## src/rtl/parity_check_pkg.sv

```systemverilog
// Shared constants and helpers for the nibble parity checker.
// Imported by the interface, the syndrome generator and the top level.
package parity_check_pkg;

  localparam bit PARITY_EVEN   = 1'b0;
  localparam bit PARITY_ODD    = 1'b1;
  localparam int CNT_W_DEFAULT = 8;

  // Increment a counter held in the low w bits of v, holding at all-ones.
  function automatic logic [31:0] sat_inc(input logic [31:0] v, input int unsigned w);
    logic [31:0] max_v;
    max_v = (w >= 32) ? 32'hFFFF_FFFF : ((32'd1 << w) - 32'd1);
    return (v == max_v) ? v : v + 32'd1;
  endfunction

endpackage

```

## src/rtl/parity_check_if.sv

```systemverilog
// Receive-side nibble/parity bundle plus the checker's status outputs.
// The master modport is the link side; the slave modport is the checker.
interface parity_check_if
  import parity_check_pkg::*;
#(
  parameter int CNT_W = CNT_W_DEFAULT
);

  logic             a;
  logic             b;
  logic             c;
  logic             d;
  logic             p;
  logic             clr;
  logic             pec;
  logic             pec_sticky;
  logic [CNT_W-1:0] err_cnt;

  modport master (
    output a, b, c, d, p, clr,
    input  pec, pec_sticky, err_cnt
  );

  modport slave (
    input  a, b, c, d, p, clr,
    output pec, pec_sticky, err_cnt
  );

endinterface

```

## src/rtl/parity_check_gen.sv

```systemverilog
// Combinational parity syndrome: s = 1 flags a parity error on the nibble.
// The polarity bit folds odd parity into the same XOR reduction.
module parity_gen
  import parity_check_pkg::*;
#(
  parameter bit ODD_PARITY = PARITY_EVEN
) (
  input  logic [3:0] data,
  input  logic       p,
  output logic       s
);

  assign s = (^data) ^ p ^ ODD_PARITY;

endmodule

```

## src/rtl/parity_check.sv

```systemverilog
// Registered parity checker: per-cycle error flag, sticky error flag and a
// saturating error counter, with synchronous clear taking priority.
module parity_check
  import parity_check_pkg::*;
#(
  parameter bit ODD_PARITY = PARITY_EVEN,
  parameter int CNT_W      = CNT_W_DEFAULT
) (
  input logic           clk,
  input logic           rst_n,
  parity_check_if.slave bus
);

  logic             s;
  logic             pec;
  logic             pec_sticky;
  logic [CNT_W-1:0] err_cnt;
  logic [CNT_W-1:0] err_cnt_nxt;

  parity_gen #(
    .ODD_PARITY (ODD_PARITY)
  ) u_gen (
    .data ({bus.a, bus.b, bus.c, bus.d}),
    .p    (bus.p),
    .s    (s)
  );

  always_comb begin
    // NOTE: default first so every path assigns err_cnt_nxt and no latch is inferred.
    err_cnt_nxt = err_cnt;
    if (s) begin
      err_cnt_nxt = CNT_W'(sat_inc(32'(err_cnt), CNT_W));
    end
  end

  // NOTE: sequential state uses non-blocking assignments so every register
  // samples the pre-edge values regardless of statement order.
  always_ff @(posedge clk or negedge rst_n) begin
    if (!rst_n) begin
      pec        <= 1'b0;
      pec_sticky <= 1'b0;
      err_cnt    <= '0;
    end else begin
      pec <= s;
      if (bus.clr) begin
        pec_sticky <= 1'b0;
        err_cnt    <= '0;
      end else begin
        pec_sticky <= pec_sticky | s;
        err_cnt    <= err_cnt_nxt;
      end
    end
  end

  assign bus.pec        = pec;
  assign bus.pec_sticky = pec_sticky;
  assign bus.err_cnt    = err_cnt;

endmodule

```

## src/flat_wrapper.sv

```systemverilog
// flat-port wrapper written by rule: the top's interface ports become plain ports
module parity_check_flat import parity_check_pkg::*;
#(
  parameter bit ODD_PARITY = PARITY_EVEN,
  parameter int CNT_W      = CNT_W_DEFAULT
)
  (clk, rst_n, bus_a, bus_b, bus_c, bus_d, bus_p, bus_clr, bus_pec, bus_pec_sticky, bus_err_cnt);
  parity_check_if #(.CNT_W(CNT_W)) bus_i ();
  input logic clk;
  input logic rst_n;
  input wire logic [$bits(bus_i.a)-1:0] bus_a;
  input wire logic [$bits(bus_i.b)-1:0] bus_b;
  input wire logic [$bits(bus_i.c)-1:0] bus_c;
  input wire logic [$bits(bus_i.d)-1:0] bus_d;
  input wire logic [$bits(bus_i.p)-1:0] bus_p;
  input wire logic [$bits(bus_i.clr)-1:0] bus_clr;
  output wire logic [$bits(bus_i.pec)-1:0] bus_pec;
  output wire logic [$bits(bus_i.pec_sticky)-1:0] bus_pec_sticky;
  output wire logic [$bits(bus_i.err_cnt)-1:0] bus_err_cnt;
  assign bus_i.a = bus_a;
  assign bus_i.b = bus_b;
  assign bus_i.c = bus_c;
  assign bus_i.d = bus_d;
  assign bus_i.p = bus_p;
  assign bus_i.clr = bus_clr;
  assign bus_pec = bus_i.pec;
  assign bus_pec_sticky = bus_i.pec_sticky;
  assign bus_err_cnt = bus_i.err_cnt;
  parity_check #(.ODD_PARITY(ODD_PARITY), .CNT_W(CNT_W)) u_core (.clk(clk), .rst_n(rst_n), .bus(bus_i));
endmodule
```

## config.mk

```make
export PLATFORM = sky130hd
export DESIGN_NAME = parity_check_flat
export DESIGN_NICKNAME = d
export VERILOG_FILES = /design/src/rtl/parity_check_pkg.sv /design/src/rtl/parity_check_if.sv /design/src/rtl/parity_check_gen.sv /design/src/rtl/parity_check.sv /design/src/flat_wrapper.sv
export SDC_FILE = /design/constraint.sdc
export NUM_CORES = 1
export LEC_CHECK = 0
export BUFFER_PORTS_ARGS = -buffer_cell sky130_fd_sc_hd__buf_2
export CORE_MARGIN = 4
export CORE_UTILIZATION = 35
export CTS_CLUSTER_SIZE = 14
export DETAILED_ROUTE_END_ITERATION = 8
export SYNTH_ARGS = -nofsm -noshare
export SYNTH_HDL_FRONTEND = slang
export SYNTH_SLANG_ARGS = --single-unit
```

## constraint.sdc

```tcl
create_clock -name clk -period 1.69 [get_ports clk]
set_clock_uncertainty 0.2 [all_clocks]
set_input_delay 0.0845 -clock clk [delete_from_list [all_inputs] [get_ports clk]]
set_output_delay 0.0845 -clock clk [all_outputs]
set_load 0.02 [all_outputs]
```

==> impl_results.md, run 1 <==
* Status: finished with violations
* Violated checks: negative setup slack
* Post-synth EDFFs at 0
* Sw frac at 0.3021
* Worst Hold Class: in2reg
* CTS clk-pin slew, worst paths at 0.07 ns
* Post-synth ARST share at 1.000
* Area leader, netlist: dfrtp_1
* H-tree depth at 1
* Capture point of the worst reg-to-reg path: u_core.bus.err_cnt[2]$_DFFE_PN0P_
* GRT overflow at 0
* Rows at 13
* Core area at 0.001383 mm²
* Worst Setup End Kind: register
* Gpl congestion at 0.6960
* GR Util All Layers at 0.1350
* WP data arrival at 1.74 ns
* Layout cells sized above 1 at 0.4535
* Part of the power in registers at 0.406
* Tcrit/Tclk final at 1.028
* Crit path max fanout at 5
* IO Pins at 18
* Clock sink count at 10
* First-pass GRT wire length at 2090 µm
* Number of antenna diodes at 0
* CTS Buf Count at 3
* Critical path data required time at 1.69 ns
* Fin cells at 101
* Largest net degree at the start of global routing at 11
* Final setup vio count at 3
* Worst-Skew Late Latency at 0.27 ns
* Die width at 47.30 µm
* Startpoint types: register
* Fmax at 575.8 MHz
* Leakage power at 0.3908 nW
* Synthesis Warnings at 0
* WHS Endpoint: u_core.bus.pec$_DFF_PN0_
* Crit Path Category: reg2reg
* Slew Limit Headroom at 0.5747
* Vias/cell at 5.257
* Unrepaired setup endpoints after global routing: true
* Root buffer cell: clkbuf_4
* Slowest CP cell: dfrtp_2
* R2R depth at 5
* Dpl hpwl at 869.3 µm
* Top FF cell, synth: dfrtp_1
* Largest cells by area after synthesis: dfrtp_1 46%, a21oi_1 5.6%, o31ai_1 5.6%, or4_1 4.2%, xnor3_1 4.2%
* Nets at 96
* Initial Util at 0.3909
* Cell variety after synth at 24
* Hold path start: bus_p
* Hold Path Depth at 4
* ANT nets after route at 0
* Mean Syn Cell Area at 9.652 µm²
* Clk network pwr share at 0.315
* Number of global-route vias before repair at 475
* Mapped cell area at 540.5 µm²
* Min Tclk post-route at 1.737 ns
* Layout area overhead at 52.32%
* Synth top area share at 0.4630
* Initial DRC count at 5
* Combinational power share at 0.279
* Fillers at 120
* Mapped Cells at 56
* Flop2flop setup slack at -0.05 ns
* Crit-path cells: ha_4, nand4_1, nor3_4, or4_1, a21oi_2
* Detailed-route DRC error count at 0
* Mean routed wirelength per cell at 13.33 µm
* Placed insts at 91
* Critical R2R Launch: u_core.bus.err_cnt[0]$_DFFE_PN0P_
* Power Density at 838.9 mW/mm²
* #FFs+latches synth at 10
* CP peak stage delay at 0.44 ns
* IO Port Bufs at 17
* Max-slew violation count at 0
* Register area share after synthesis at 0.4630
* Max VDD drop at 0.5580 mV
* Final WL at 1346 µm
* Sw power at 0.2087 mW
* Slew @ Worst Pin at 0.6358 ns
* Hold slack at 0.2017 ns
* CTS Buffer Depth at 2
* Post-Syn Nets at 65
* Maxcap violations at 0
* CTS tree: yes
* DRT Pass-1 Iters at 4
* Antenna violations before repair at 0
* Die height at 47.30 µm
* Internal power at 0.4820 mW
* Vias at 531
* Setup TNS after final layout at -0.09188 ns
* Tot Pwr at 0.6907 mW
* Final worst setup slack at -0.04673 ns
* Die area at 0.002237 mm²
* Final count of hold timing violations at 0
* Final Core Density at 0.5955
==> how the worst max path moves through the flow <==
| stage | startpoint | slack [ns] | to |
|---|---|---|---|
| after floorplan | u_core.bus.err_cnt[1]$_DFFE_PN0P_ | -0.03 | u_core.bus.err_cnt[5]$_DFFE_PN0P_ |
| after global placement | bus_c | -0.14 | u_core.bus.err_cnt[6]$_DFFE_PN0P_ |
| after detailed placement | bus_c | -0.14 | u_core.bus.err_cnt[6]$_DFFE_PN0P_ |
| after CTS | u_core.bus.err_cnt[0]$_DFFE_PN0P_ | -0.005 | u_core.bus.err_cnt[5]$_DFFE_PN0P_ |
| after global routing | u_core.bus.err_cnt[1]$_DFFE_PN0P_ | -0.10 | u_core.bus.err_cnt[5]$_DFFE_PN0P_ |
| final | u_core.bus.err_cnt[0]$_DFFE_PN0P_ | -0.05 | u_core.bus.err_cnt[2]$_DFFE_PN0P_ |
==> through the flow <==
stage               setup slack (ns)  instance area [µm²]
global route                 -0.1025                823.3
global placement             -0.1407                698.2
CTS                        -0.004513                792.0
detailed placement           -0.1380                698.2
floorplan                   -0.02785                568.0
finish                      -0.04673                823.3
==> Yosys cell counts, types with 2 or more instances <==
library cell / number
a21oi_1: 6
nand2_1: 3
nor2_1: 4
nand3_1: 2
inv_1: 4
o31ai_1: 4
nand2b_1: 2
dfrtp_1: 10
or3_1: 2
nor3_1: 2
xor2_1: 2
or4_1: 3
==> repair_timing <==
| item | CTS | global route |
|---|---|---|
| hold buffers | 3 | 1 |
| pin swaps | 7 | 5 |
| cloned | 1 | 0 |
| setup endpoints to repair | 2 | 8 |
| resized for setup | 3 | 6 |
| endpoints found under the hold margin | 18 | 8 |
| setup buffers | 1 | 0 |
==> cell type report <==
class,instances,area (µm²),share of cell area
Inverter,4,15.01,0.01824
Clock buffer,4,36.28,0.04407
Multi-Input combinational cell,41,329.1,0.3997
Tap cell,15,18.77,0.02280
Timing Repair Buffer,27,170.2,0.2067
Sequential cell,10,254.0,0.3085
==> placed cells by master (no fill, tap or decap), types with 2 or more instances in the layout <==
| cell | instances |
|---|---|
| buf_2 | 17 |
| dfrtp_1 | 7 |
| buf_4 | 6 |
| inv_1 | 4 |
| o31ai_1 | 4 |
| a21oi_1 | 4 |
| dlygate4sd3_1 | 4 |
| nand2_1 | 3 |
| or4_1 | 3 |
| clkbuf_4 | 3 |
| dfrtp_2 | 3 |
| xor2_1 | 2 |
| nor2_1 | 2 |
| nor3_4 | 2 |
| a21oi_2 | 2 |
| nand2b_1 | 2 |
| or3_1 | 2 |
==> power by group through the flow <==
| stage | Sequential (mW) | Clock (mW) | Combinational, mW |
|---|---|---|---|
| 6_report | 0.280 | 0.218 | 0.193 |
| 5_1_grt | 0.284 | 0.238 | 0.215 |
| 4_1_cts | 0.281 | 0.224 | 0.187 |
| 3_5_place_dp | 0.283 | 0 | 0.178 |
| 3_3_place_gp | 0.284 | 0 | 0.178 |
| 2_1_floorplan | 0.312 | 0 | 0.0783 |
==> metal layers <==
metal  part of all wire  GRT usage  vias to the layer above
met5                  0          0                        -
met1               0.43     0.1848                      248
met3              0.076    0.05747                        0
met2               0.50     0.1952                       17
li1                   -          -                      266
met4                  0    0.03315                        0
==> sequential cells by signal (all words and copies together), names as in the netlist <==
register,count
u_core.bus.err_cnt,8
u_core.bus.pec_sticky,1
u_core.bus.pec,1
==> kinds of logic after synthesis <==
logic type               count (synthesis)  share of synthesized area
AND/OR/NAND/NOR                         22                     0.2199
AO/OA/AOI/OAI                           13                     0.1528
flip-flops                              10                     0.4630
buffers and inverters                    6                    0.04860
XOR/XNOR                                 3                    0.07408
multiplexers                             1                    0.01852
adder cells (fa/ha/maj)                  1                    0.02314
==> worst max-delay path: cells and delay by family, from the launching register on <==
family / cells / cell delay [ns]
flops: 1 / 0.44
simple gates: 3 / 0.72
compound gates: 1 / 0.13
fa+ha+maj: 1 / 0.17
(Power assumes the default switching activity.)
==> run 2, diff against run 1 <==
--- a/config.mk
+++ b/config.mk
@@ -8,6 +8,7 @@
 export BUFFER_PORTS_ARGS = -buffer_cell sky130_fd_sc_hd__buf_2
-export CORE_MARGIN = 4
-export CORE_UTILIZATION = 35
+export CORE_AREA = 4 4 41 43
 export CTS_CLUSTER_SIZE = 14
 export DETAILED_ROUTE_END_ITERATION = 8
+export DIE_AREA = 0 0 45 47
+export PLACE_DENSITY = 0.69
 export SYNTH_ARGS = -nofsm -noshare
--- a/constraint.sdc
+++ b/constraint.sdc
@@ -4,2 +4,2 @@
 set_output_delay 0.0845 -clock clk [all_outputs]
-set_load 0.02 [all_outputs]
+set_load 0.05 [all_outputs]
==> impl_results.md, run 2 (synthesis gave the netlist of run 1 again) <==
* Nets at 92 (-4.2%)
* Slew Limit Headroom at 0.6754 (+0.1007)
* WP data arrival at 1.68 ns (-0.06 ns)
* Number of flip-flops in the largest register at 8 (unchanged)
* Fillers at 124 (+3.3%)
* Tcrit/Tclk final at 0.9898 (-0.03783)
* Initial DRC count at 5 (unchanged)
* Leakage power at 0.3591 nW (-8.1%)
* Setup bufs post-CTS at 0 (-1)
* IO Pins at 18 (unchanged)
* Rows at 13 (unchanged)
* Met3 wire length at 71 µm (-30%)
* Critical R2R Launch: u_core.bus.err_cnt[1]$_DFFE_PN0P_
* Number of antenna diodes at 0 (unchanged)
* Critical path data required time at 1.69 ns (about the same)
* Die area at 0.002115 mm² (-5.5%)
* Crit path max fanout at 10 (+5)
* DRT Pass-1 Iters at 4 (unchanged)
* Largest net degree at the start of global routing at 12 (+1)
* Tot Pwr at 0.7368 mW (+6.7%)
* Unrepaired setup endpoints after global routing: true
* Gpl congestion at 0.7967 (+14%)
* CTS clk-pin slew, worst paths at 0.08 ns (about the same)
* Detailed-route DRC error count at 0 (unchanged)
* Startpoint types: register
* Max VDD drop at 0.5544 mV (-0.64%)
* Min Tclk post-route at 1.673 ns (-0.06393 ns)
* Clock sink count at 10 (unchanged)
* CTS Buffer Depth at 2 (unchanged)
* CTS Buf Count at 3 (unchanged)
* Hold slack at 0.2285 ns (+0.02684 ns)
* Layout cells sized above 1 at 0.4878 (+0.03432)
* Fmax at 597.8 MHz (+3.8%)
* Initial Util at 0.4154 (+0.02443)
* Dpl hpwl at 924.7 µm (+6.4%)
* Maxcap violations at 0 (unchanged)
* Critical path origin: u_core.bus.err_cnt[1]$_DFFE_PN0P_
* Crit Path Category: reg2reg
* DRT met1 WL at 561 µm (-2.1%)
* Core area at 0.001301 mm² (-5.9%)
* Flop2flop setup slack at 0.02 ns (+0.06 ns)
* H-tree depth at 1 (unchanged)
* IO Port Bufs at 17 (unchanged)
* Number of global-route vias before repair at 548 (+15%)
* Met2 wire length at 675 µm (+0.75%)
* Uppermost routed layer: met4
* Most frequent cells in the layout: 17 x buf_2, 5 x dfrtp_2, 5 x dfrtp_1
* Final setup vio count at 0 (-3)
* Slew @ Worst Pin at 0.4852 ns (-0.1506 ns)
* Worst-Skew Late Latency at 0.28 ns (about the same)
* Final WL at 1337 µm (-0.67%)
* Layout area overhead at 47.45%
* Area post-placement at 700.7 µm² (+0.36%)
* Antenna violations before repair at 0 (unchanged)
* Worst Hold Class: in2reg
* ANT nets after route at 0 (unchanged)
* Capture point of the worst reg-to-reg path: u_core.bus.err_cnt[2]$_DFFE_PN0P_
* Die height at 47 µm (-0.63%)
* Top reg by flops: u_core.bus.err_cnt
* Most common cell after layout, fill and taps aside: buf_2
* Crit path to: u_core.bus.err_cnt[2]$_DFFE_PN0P_
* CTS tree: yes
* Final count of hold timing violations at 0 (unchanged)
* Die width at 45 µm (-4.9%)
* First-pass GRT wire length at 2263 µm (+8.3%)
* Status: completed
* GR Util All Layers at 0.1491 (+0.01413)
* GRT overflow at 0 (unchanged)
* Vias/cell at 5.515 (+4.9%)
* Worst Setup End Kind: register
* Design Area, Final at 797.0 µm² (-3.2%)
* Largest regs: u_core.bus.err_cnt: 8 flops, u_core.bus.pec: 1 flops, u_core.bus.pec_sticky: 1 flops
* R2R depth at 5 (unchanged)
* Max-slew violation count at 0 (unchanged)
* Root buffer cell: clkbuf_4
* Power Density at 924.5 mW/mm² (+10%)
* Vias at 535 (+0.75%)
* Mean routed wirelength per cell at 13.78 µm (+3.4%)
* Setup TNS after final layout at 0 ns (+0.09188 ns)
run 2: layout make-up:
| class | instances | area, µm² | area share |
|---|---|---|---|
| clock buffer | 4 | 36.28 | 0.04553 |
| multi-input combinational | 40 | 325.3 | 0.4082 |
| inverter | 4 | 15.01 | 0.01884 |
| timing repair buffer | 24 | 145.1 | 0.1821 |
| tap | 15 | 18.77 | 0.02355 |
| sequential | 10 | 256.5 | 0.3218 |
run 2: routing by layer:
| layer | track usage | up-vias |
|---|---|---|
| met5 | 0 | - |
| met4 | 0.08772 | 0 |
| li1 | - | 254 |
| met2 | 0.2458 | 21 |
| met1 | 0.1776 | 254 |
| met3 | 0.03448 | 6 |
run 2: power by group:
part	total (mW)	leakage (nW)	internal, mW	switching (mW)
Combinational	0.226	0.211	0.0741	0.152
Clock	0.228	0.0210	0.131	0.0971
Sequential	0.282	0.127	0.262	0.0205
Total	0.737	0.359	0.467	0.270
run 2: worst min path at each step:
stage | startpoint | to | slack (ns) | cells after the start
3_5_place_dp | rst_n | u_core.bus.pec_sticky$_DFF_PN0_ | -0.24 | 1
6_report | bus_p | u_core.bus.pec$_DFF_PN0_ | 0.23 | 4
2_1_floorplan | rst_n | u_core.bus.err_cnt[0]$_DFFE_PN0P_ | -0.41 | 0
4_1_cts | bus_b | u_core.bus.pec$_DFF_PN0_ | 0.22 | 4
3_3_place_gp | rst_n | u_core.bus.pec_sticky$_DFF_PN0_ | -0.24 | 1
5_1_grt | bus_b | u_core.bus.pec$_DFF_PN0_ | 0.24 | 4
run 2: repair_timing:
item / CTS / global route
endpoints found under the setup margin: 0 / 7
hold endpoints to repair: 18 / 0
hold buffers: 3 / 0
gates resized for setup: 0 / 7
run 2: through the flow:
stage	setup slack (ns)	util	instances
2_1_floorplan	-0.07103	-	56
5_1_grt	-0.04162	0.6125	97
6_report	0.01721	0.6125	97
3_5_place_dp	-0.2111	0.5385	90
4_1_cts	0.01538	0.5894	97
3_3_place_gp	-0.1395	0.5385	90
run 2: worst max-delay path: stages, from the launching register on:
cell     delay [ns]
dfrtp_2        0.45
ha_4           0.18
nand4_1        0.13
nor3_4         0.09
or4_1          0.42
a21oi_1        0.13
==> run 3, diff against run 2 <==
--- a/config.mk
+++ b/config.mk
@@ -12,3 +12,3 @@
 export DIE_AREA = 0 0 45 47
-export PLACE_DENSITY = 0.69
+export PLACE_DENSITY = 0.66
 export SYNTH_ARGS = -nofsm -noshare
==> constraint.sdc (replaced) <==
create_clock -name clk -period 2 [get_ports clk]
set_clock_uncertainty 0.2 [all_clocks]
set_input_delay 0 -clock clk [delete_from_list [all_inputs] [get_ports clk]]
set_output_delay 0 -clock clk [all_outputs]
set_load 0.05 [all_outputs]
==> impl_results.md, run 3 (synthesis gave the netlist of run 1 again) <==
* Largest net degree at the start of global routing at 11 (-1)
* Number of flip-flops in the largest register at 8 (unchanged)
* First-pass GRT wire length at 1925 µm (-15%)
* CTS Buffer Depth at 2 (unchanged)
* Critical R2R Launch: u_core.bus.err_cnt[0]$_DFFE_PN0P_
* Vias at 488 (-8.8%)
* Worst Hold Class: in2reg
* Final Core Density at 0.5519 (-0.06058)
* Largest regs: u_core.bus.err_cnt: 8 flops, u_core.bus.pec: 1 flops, u_core.bus.pec_sticky: 1 flops
* Gpl congestion at 0.7466 (-6.3%)
* Fmax at 541.2 MHz (-9.5%)
* Root buffer cell: clkbuf_4
* Final WL at 1127 µm (-16%)
* Initial DRC count at 10 (+5)
* Area post-placement at 645.6 µm² (-7.9%)
* Nets at 89 (-3.3%)
* CTS clk-pin slew, worst paths at 0.07 ns (about the same)
* Number of global-route vias before repair at 465 (-15%)
* Final worst setup slack at 0.1524 ns (+0.1351 ns)
* Layout area overhead at 32.87%
* Tcrit/Tclk final at 0.9238 (-0.06600)
* Antenna violations before repair at 0 (unchanged)
* Setup TNS after final layout at 0 ns (unchanged)
* CTS tree: yes
* Max VDD drop at 0.4202 mV (-24%)
* Worst-Skew Late Latency at 0.27 ns (about the same)
* Core area at 0.001301 mm² (unchanged)
* Pre-CTS setup slack at 0.1714 ns (+0.3825 ns)
* IO Port Bufs at 17 (unchanged)
* Min Tclk post-route at 1.848 ns (+0.1749 ns)
* Power Density at 821.4 mW/mm² (-11%)
* Final setup vio count at 0 (unchanged)
* Initial Util at 0.4154 (unchanged)
* WP data arrival at 1.84 ns (+0.16 ns)
* Rows at 13 (unchanged)
* Startpoint types: register
* Slew Limit Headroom at 0.6391 (-0.03631)
* Most frequent cells in the layout: 17 x buf_2, 10 x dfrtp_1, 6 x a21oi_1
* Status: completed
* Maxcap violations at 0 (unchanged)
* Layout cells sized above 1 at 0.3038 (-0.1840)
* Number of antenna diodes at 0 (unchanged)
* H-tree depth at 1 (unchanged)
* Worst Setup End Kind: register
* Top reg by flops: u_core.bus.err_cnt
* IO Pins at 18 (unchanged)
* Crit path max fanout at 10 (unchanged)
* GRT overflow at 0 (unchanged)
* Design Area, Final at 718.2 µm² (-9.9%)
* Vias/cell at 5.191 (-5.9%)
* Critical path origin: u_core.bus.err_cnt[0]$_DFFE_PN0P_
* Crit Path Category: reg2reg
* Critical path data required time at 2.00 ns (+0.31 ns)
* Die width at 45 µm (unchanged)
* GR Util All Layers at 0.1246 (-0.02452)
* Hold path start: bus_p
* Clock sink count at 10 (unchanged)
* Max-slew violation count at 0 (unchanged)
* Unrepaired setup endpoints after global routing: false
* Most common cell after layout, fill and taps aside: buf_2
* Leakage power at 0.3494 nW (-2.7%)
* Fillers at 134 (+8.1%)
* Detailed-route DRC error count at 0 (unchanged)
* Die height at 47 µm (unchanged)
* CTS Buf Count at 3 (unchanged)
* Dpl hpwl at 824.2 µm (-11%)
* Die area at 0.002115 mm² (unchanged)
* Final count of hold timing violations at 0 (unchanged)
* Slew @ Worst Pin at 0.5395 ns (+0.05424 ns)
* ANT nets after route at 0 (unchanged)
* DRT Pass-1 Iters at 2 (-2)
* Mean routed wirelength per cell at 11.99 µm (-13%)
## run 3: cell types whose count changed in the layout (fill, tap and decap cells not counted), moves of 3 or more
cell     change
a21oi_2      -3
dfrtp_2      -5
dfrtp_1      +5
buf_4        -3
a21oi_1      +3
## run 3: power breakdown
part	internal, mW	total (mW)	switching [mW]	leakage [nW]
Sequential	0.219	0.233	0.0135	0.135
Clock	0.111	0.185	0.0748	0.0210
Combinational	0.0525	0.172	0.119	0.194
## run 3: layout make-up
| cell class | instances | area [µm²] | area share |
|---|---|---|---|
| well taps | 15 | 18.77 | 0.02613 |
| multi-input cells | 40 | 275.3 | 0.3833 |
| flip-flops and latches | 10 | 250.2 | 0.3484 |
| repair buffers | 21 | 122.6 | 0.1707 |
| inverters | 4 | 15.01 | 0.02091 |
| clock buffers | 4 | 36.28 | 0.05052 |
## run 3: final timing paths
path                       cells after the start  slack, ns                                end
max in group asynchronous                      3       0.75  u_core.bus.err_cnt[6]$_DFFE_PN0P_
min in group asynchronous                      3       0.53  u_core.bus.err_cnt[0]$_DFFE_PN0P_
hold reg to reg                                2       0.30    u_core.bus.pec_sticky$_DFF_PN0_
setup / recovery                               5       0.15  u_core.bus.err_cnt[3]$_DFFE_PN0P_
hold / removal                                 4       0.11           u_core.bus.pec$_DFF_PN0_
setup reg to reg                               5       0.15  u_core.bus.err_cnt[3]$_DFFE_PN0P_
## run 3: per-stage QoR
stage | total power [mW] | instances | hold slack, ns
after floorplan | 0.3617 | 56 | -0.4956
after global placement | 0.4025 | 87 | -0.3272
after detailed placement | 0.4052 | 87 | -0.3274
after CTS | 0.5942 | 94 | 0.1113
after global routing | 0.6215 | 94 | 0.1648
final | 0.5900 | 94 | 0.1108
## run 3: critical path, stage by stage (launching register included)
cell and delay, ns:
dfrtp_1 0.42, ha_1 0.25, nand4_1 0.17, nor3_4 0.10, or4_1 0.47, a21oi_1 0.17
## run 3: layer usage
metal	track usage	vias to the layer above	part of all wire
li1	-	250	-
met1	0.1737	226	0.46
met2	0.1893	10	0.49
met3	0.02299	2	0.044
met4	0.05263	0	0.0098
met5	0	-	0
## run 3: timing repair
action / in CTS / in global routing
resized for setup: 0 / 1
buffers inserted: 0 / 0
hold endpoints to repair: 19 / 0
hold buffers: 3 / 0
endpoints found under the setup margin: 0 / 4
